`config.mk`:
```
export PLATFORM = sky130hd
export DESIGN_NAME = wr_result_collector
export DESIGN_NICKNAME = d
export VERILOG_FILES = /design/src/rtl/wr_result_collector.sv
export SDC_FILE = /design/constraint.sdc
export NUM_CORES = 1
export LEC_CHECK = 0
export ABC_AREA = 1
export CAP_MARGIN = 20
export CORE_UTILIZATION = 32
export DETAILED_ROUTE_END_ITERATION = 10
export PLACE_DENSITY = 0.51
export SKIP_LAST_GASP = 1
export SYNTH_ARGS = -nofsm -noshare
export SYNTH_HDL_FRONTEND = slang
export SYNTH_SLANG_ARGS = --single-unit
export TNS_END_PERCENT = 1
```
`constraint.sdc`:
```
create_clock -name clk -period 3.85 [get_ports clk]
set_input_delay 0.77 -clock clk [delete_from_list [all_inputs] [get_ports clk]]
set_output_delay 0.77 -clock clk [all_outputs]
set_load 0.01 [all_outputs]
```
`src/rtl/wr_result_collector.sv`:
```
// rtl/wr_result_collector.sv - result word FIFO that collects a wrapper frame and drains it on done
module wr_result_collector #(
  parameter int DATA_W = 16,
  parameter int AW     = 2
) (
  input  logic              clk,
  input  logic              rst,
  input  logic              wr_req,
  input  logic [DATA_W-1:0] wr_data,
  input  logic              done_in,
  input  logic              out_ready,
  output logic              out_valid,
  output logic [DATA_W-1:0] out_data,
  output logic [AW:0]       count,
  output logic              full,
  output logic              empty,
  output logic              overflow,
  output logic              frame_done
);

  localparam int DEPTH = 1 << AW;
  localparam logic [AW:0] DEPTH_C = (AW + 1)'(DEPTH);
  localparam logic [AW:0] ONE_C   = (AW + 1)'(1);

  typedef enum logic [1:0] {IDLE, COLLECT, DRAIN, FLAG} state_t;

  state_t            state;
  state_t            state_nx;
  logic [DATA_W-1:0] mem [DEPTH];
  logic [AW-1:0]     wr_ptr;
  logic [AW-1:0]     rd_ptr;
  logic              push;
  logic              pop;

  assign full       = (count == DEPTH_C);
  assign empty      = (count == '0);
  assign out_valid  = (state == DRAIN) && !empty;
  assign frame_done = (state == FLAG);
  assign out_data   = mem[rd_ptr];
  // A push while full is rejected even if a pop frees a slot this cycle.
  assign push       = wr_req && !full;
  assign pop        = out_valid && out_ready;

  always_comb begin
    state_nx = state;
    case (state)
      IDLE: begin
        if (done_in)   state_nx = DRAIN;
        else if (push) state_nx = COLLECT;
      end
      COLLECT: begin
        if (done_in) state_nx = DRAIN;
      end
      DRAIN: begin
        if ((count == ONE_C && pop && !push) || (empty && !push))
          state_nx = FLAG;
      end
      FLAG: begin
        if (push || !empty) state_nx = COLLECT;
        else                state_nx = IDLE;
      end
      default: state_nx = IDLE;
    endcase
  end

  always_ff @(posedge clk) begin
    if (rst) begin
      state    <= IDLE;
      wr_ptr   <= '0;
      rd_ptr   <= '0;
      count    <= '0;
      overflow <= 1'b0;
    end else begin
      state <= state_nx;
      if (push) wr_ptr <= wr_ptr + 1'b1;
      if (pop)  rd_ptr <= rd_ptr + 1'b1;
      case ({push, pop})
        2'b10:   count <= count + ONE_C;
        2'b01:   count <= count - ONE_C;
        default: count <= count;
      endcase
      if (wr_req && full) overflow <= 1'b1;
    end
  end

  always_ff @(posedge clk) begin
    if (push) mem[wr_ptr] <= wr_data;
  end

endmodule

```
---- Word level (Yosys, flattened, before mapping) ----
Memories as Yosys holds them, arrays and structs flattened. A register that Yosys moved wholly into a read port is not among the register bits.
Index checks and enable logic that the tools add are counted.
W data, S select, Z words.
word-level totals
  input port bits ......................... 21
  memories kept ........................... 1
  register bits ........................... 10
  bits in latches ......................... 0
  memory bits (writable) .................. 64
  memory bits (read-only) ................. 0
operators by class
  shift operators ......................... 0
  equality and inequality tests ........... 10
  reduce and logical (&&, ||, !) cells .... 16
  mux-type cells .......................... 11
  bitwise gates (word level) .............. 0
  divide/modulo/power cells ............... 0
  order comparisons ....................... 0
  multiply operators ...................... 0
  add/sub/neg operators ................... 4
memory list
  memory  depth  width  rd ports  clocked after memory_dff  write ports  line  text
  mem     4      16     1         1                         1            29    logic [DATA_W-1:0] mem [DEPTH];
operators with widths
  operator               number
  $mux W2                6
  $pmux W2 S4            1
  $logic_and A1 B1 Y1    7
  $eq A2 B2 Y1 const B   3
  $pmux W3 S2            1
  $add A2 B1 Y2 const B  2
  $eq A2 B1 Y1 const B   2
  $add A3 B1 Y3 const B  1
  $eq A3 B1 Y1 const B   1
  $eq A3 B3 Y1 const B   1
  $logic_not A1 Y1       3
  $logic_not A3 Y1       1
  $mux W1                3
  $ne A3 B3 Y1 const B   1
  $reduce_and A3 Y1      1
  $sub A3 B1 Y3 const B  1
  $logic_not A2 Y1       1
  $logic_or A1 B1 Y1     2
  $ne A2 B1 Y1 const B   1
  $ne A2 B2 Y1 const B   1
  $reduce_bool A2 Y1     1

---- Logic depth before layout (Yosys ltp) ----
  depth after elaboration ................. 9
  gate-level depth with buffers ........... 11
  depth with buffers taken out ............ 11

---- Worst setup path before layout ----
OpenSTA, ideal clock, no wires.
  kind .................................... reg-to-reg
  from .................................... register count[0]
  to ...................................... memory mem[0][0], enable pin
  setup time .............................. 0.389 ns
  slack ................................... 1.819 ns
  data arrival time ....................... 1.642 ns
  cell stages (with the launch flop) ...... 6
  buffers on the path ..................... 0
  required time ........................... 3.461 ns
  path through ............................ dfxtp_1 inv_1 ha_1 nand2_2 nand2_4 nor2_1
between the ends
  word-level cells in the longest chain between the ends .. 5
ends and longest elaborated chain
  item                           line  text
  start, declared                14    output logic [AW:0] count,
  start signal, assigned         78    2'b10: count <= count + ONE_C;
  start signal, assigned         79    2'b01: count <= count - ONE_C;
  start signal, assigned         80    default: count <= count;
  $eq A3 B3 Y1                   35    assign full = (count == DEPTH_C);
  $logic_not A1 Y1               41    assign push = wr_req && !full;
  $logic_and A1 B1 Y1            41
  $mux W1                        87    if (push) mem[wr_ptr] <= wr_data;
  $mux W1 (implied by the code)  87
  end, declared                  29
Every way passes these cells.

==> results_dict.tcl <==
set metrics [dict create \
    start_util_pct 33.5 \
    clkLatencyLatePin_ps 360 \
    dpl-instance-area_sq_um 3740 \
    synthCells 256 \
    grt_pass1_wl_um 9850 \
    grt.overflow.total 0 \
    hold_path.class "register to register" \
    fin_crit_sh_pct 76.9 \
    tns_ps 0 \
    io_pins 45 \
    worst_slack_ps 888 \
    dp_hpwl_um 3950 \
    cp.arrival_ps 2190 \
    holdPathStages 2 \
    vdd_drop_max_v 0.000249 \
    rr_worst_depth 6 \
    drive_gt1_share_pct 10.8 \
    die_y_um 101 \
    grt_usage_pct 13.3 \
    layout_common_cells "edfxtp_1 (64), nor2_1 (44), clkdlybuf4s50_1 (44)" \
    ctsHoldBuffers 0 \
    cts_max_level 3 \
    first_pass_iters 4 \
    postCtsSetupBuffers 0 \
    required_ps 3080 \
    clock-sinks 76 \
    dieArea_sq_um 10200 \
    cts_inserted_buffers 9 \
    slew_viol_final 0 \
    dr_total_vias 2021 \
    wl_met2_um 2790 \
    worstPathMaxFanout 19 \
    post_drt_wl_per_cell_um 14.0 \
    routed-wl-met3_um 346 \
    avgViaCountPerCell 4.55 \
    wl_met1_um 2970 \
    p_leak_nw 1.45 \
    drtIter0Drc 68 \
    cts_max_path_buffers 2 \
    yosysSeqAreaShare_pct 69.3 \
    port_buffers 44 \
    antennaDiodeCount 0 \
    synth_cell_type_count 22 \
    synth.avg_cell_area_sq_um 12.2 \
    post_cts_resized 0 \
    synth_area_sq_um 3120 \
    die_w_um 101 \
    final_area_sq_um 3970 \
    final_hold_viol_count 0 \
    clock_skew_ps 13.0 \
    synth_warnings 0 \
    placementRows 35 \
    grt_max_degree 33 \
    setup_violations 0 \
    pwr_density_cell_nw_per_um2 519 \
    gp_congestion 0.765 \
    final_common_cell "edfxtp_1" \
    cp-end-kind "output port" \
    syn-num-nets 291 \
    area_delta_synth_final_pct 27.0 \
    slew_headroom_pct 56.6 \
    route.detailed.drc 0 \
    routed_wl_um 6220 \
    status "complete, no violations" \
    ant_nets 0 \
    routed.top_layer "met4" \
    core_area_sq_um 9330 \
    pre_cts_slack_ps 1240 \
    antenna_found_initial 0 \
    min_period_ps 2960 \
    cts_tree "done" \
    fin_nets 345 \
    start_kind "register" \
    worstMarginPinSlew_ps 650 \
    max_freq_mhz 338 \
    clk_pin_slew_ps 80 \
    worstSetupPathType "register to output port" \
    grt_pass1_vias 1948 \
    max-cap-violations 0 \
    cts_root_buf "clkbuf_8" \
    yosys_register_bits 76 \
    rsz0062_at_grt "no" \
]
[layout make-up]
cell class / count / area [sq um]
fillers: 883 / 5360
flip-flops and latches: 76 / 2160
multi-input cells: 146 / 830
repair buffers: 51 / 493
well taps: 129 / 161
clock buffers: 9 / 124
clock inverters: 7 / 97.6
inverters: 26 / 97.6
[where the power goes]
group          leakage (nW)  switching [mW]  internal (mW)  total [mW]
Combinational         0.651           0.225          0.185       0.410
Clock                 0.108           0.307          0.369       0.677
Sequential            0.686          0.0230          0.949       0.972
[worst max-delay path, stage by stage, from the launching register on]
cell             delay [ps]
dfxtp_1                 310
inv_1                   410
buf_4                   310
o21ai_0                 110
o22ai_1                 140
clkdlybuf4s50_1         560
[routing by layer]
| layer | up-vias | global-route usage, % |
|---|---|---|
| li1 | 1005 | - |
| met5 | - | 0 |
| met3 | 11 | 4.16 |
| met4 | 0 | 6.02 |
| met2 | 53 | 20.7 |
| met1 | 952 | 17.1 |
[synth_stat cells (all sizes together)]
library cell	count	area, sq um
nand2	16	77.6
inv	26	97.6
clkbuf	6	22.5
ha	14	175
o21a	1	7.51
dfxtp	12	240
o21ai	40	204
nand3	3	27.5
a21boi	1	7.51
edfxtp	64	1920
buf	2	10.0
nor2	46	178
a21oi	7	35.0
o22ai	16	100
xor2	2	17.5
[flip-flops by register name, indices dropped and copies added, names as in the netlist, named ones only]
signal and count:
count 3, wr_ptr 2, mem 64, overflow 1
state 2, rd_ptr 2
[logic make-up (layout without fill, tap and decap cells)]
kind of cell	count (synthesis)	in the layout	share of synthesized area [%]
adders and majority gates	14	14	5.61
xor gates and xnor gates	2	2	0.561
and+or+nand+nor	65	65	9.06
AOI/OAI and AO/OA	65	65	11.3
buffers and inverters	34	93	4.17
DFF	76	76	69.3
[stage by stage]
step | power (mW) | hold WS [ps] | std cells | utilization, %
after CTS | 2.08 | 469 | 444 | 42.5
after global routing | 2.16 | 505 | 444 | 42.5
final | 2.06 | 474 | 444 | 42.5
after detailed placement | 1.40 | 456 | 428 | 40.1
after global placement | 1.40 | 454 | 428 | 40.1
after floorplan | 1.23 | 443 | 256 | -
[final timing paths]
check	startpoint	slack (ps)	end
worst min-delay path	rd_ptr[0]$_SDFFE_PP0P_	470	register
worst min register to register	rd_ptr[0]$_SDFFE_PP0P_	470	register
worst max-delay path	register	890	out_data[8]
worst max register to register	count[0]$_SDFFE_PP0P_	1740	mem[3][0]$_DFFE_PP_
Note: power is estimated with default switching activity, not from simulation.
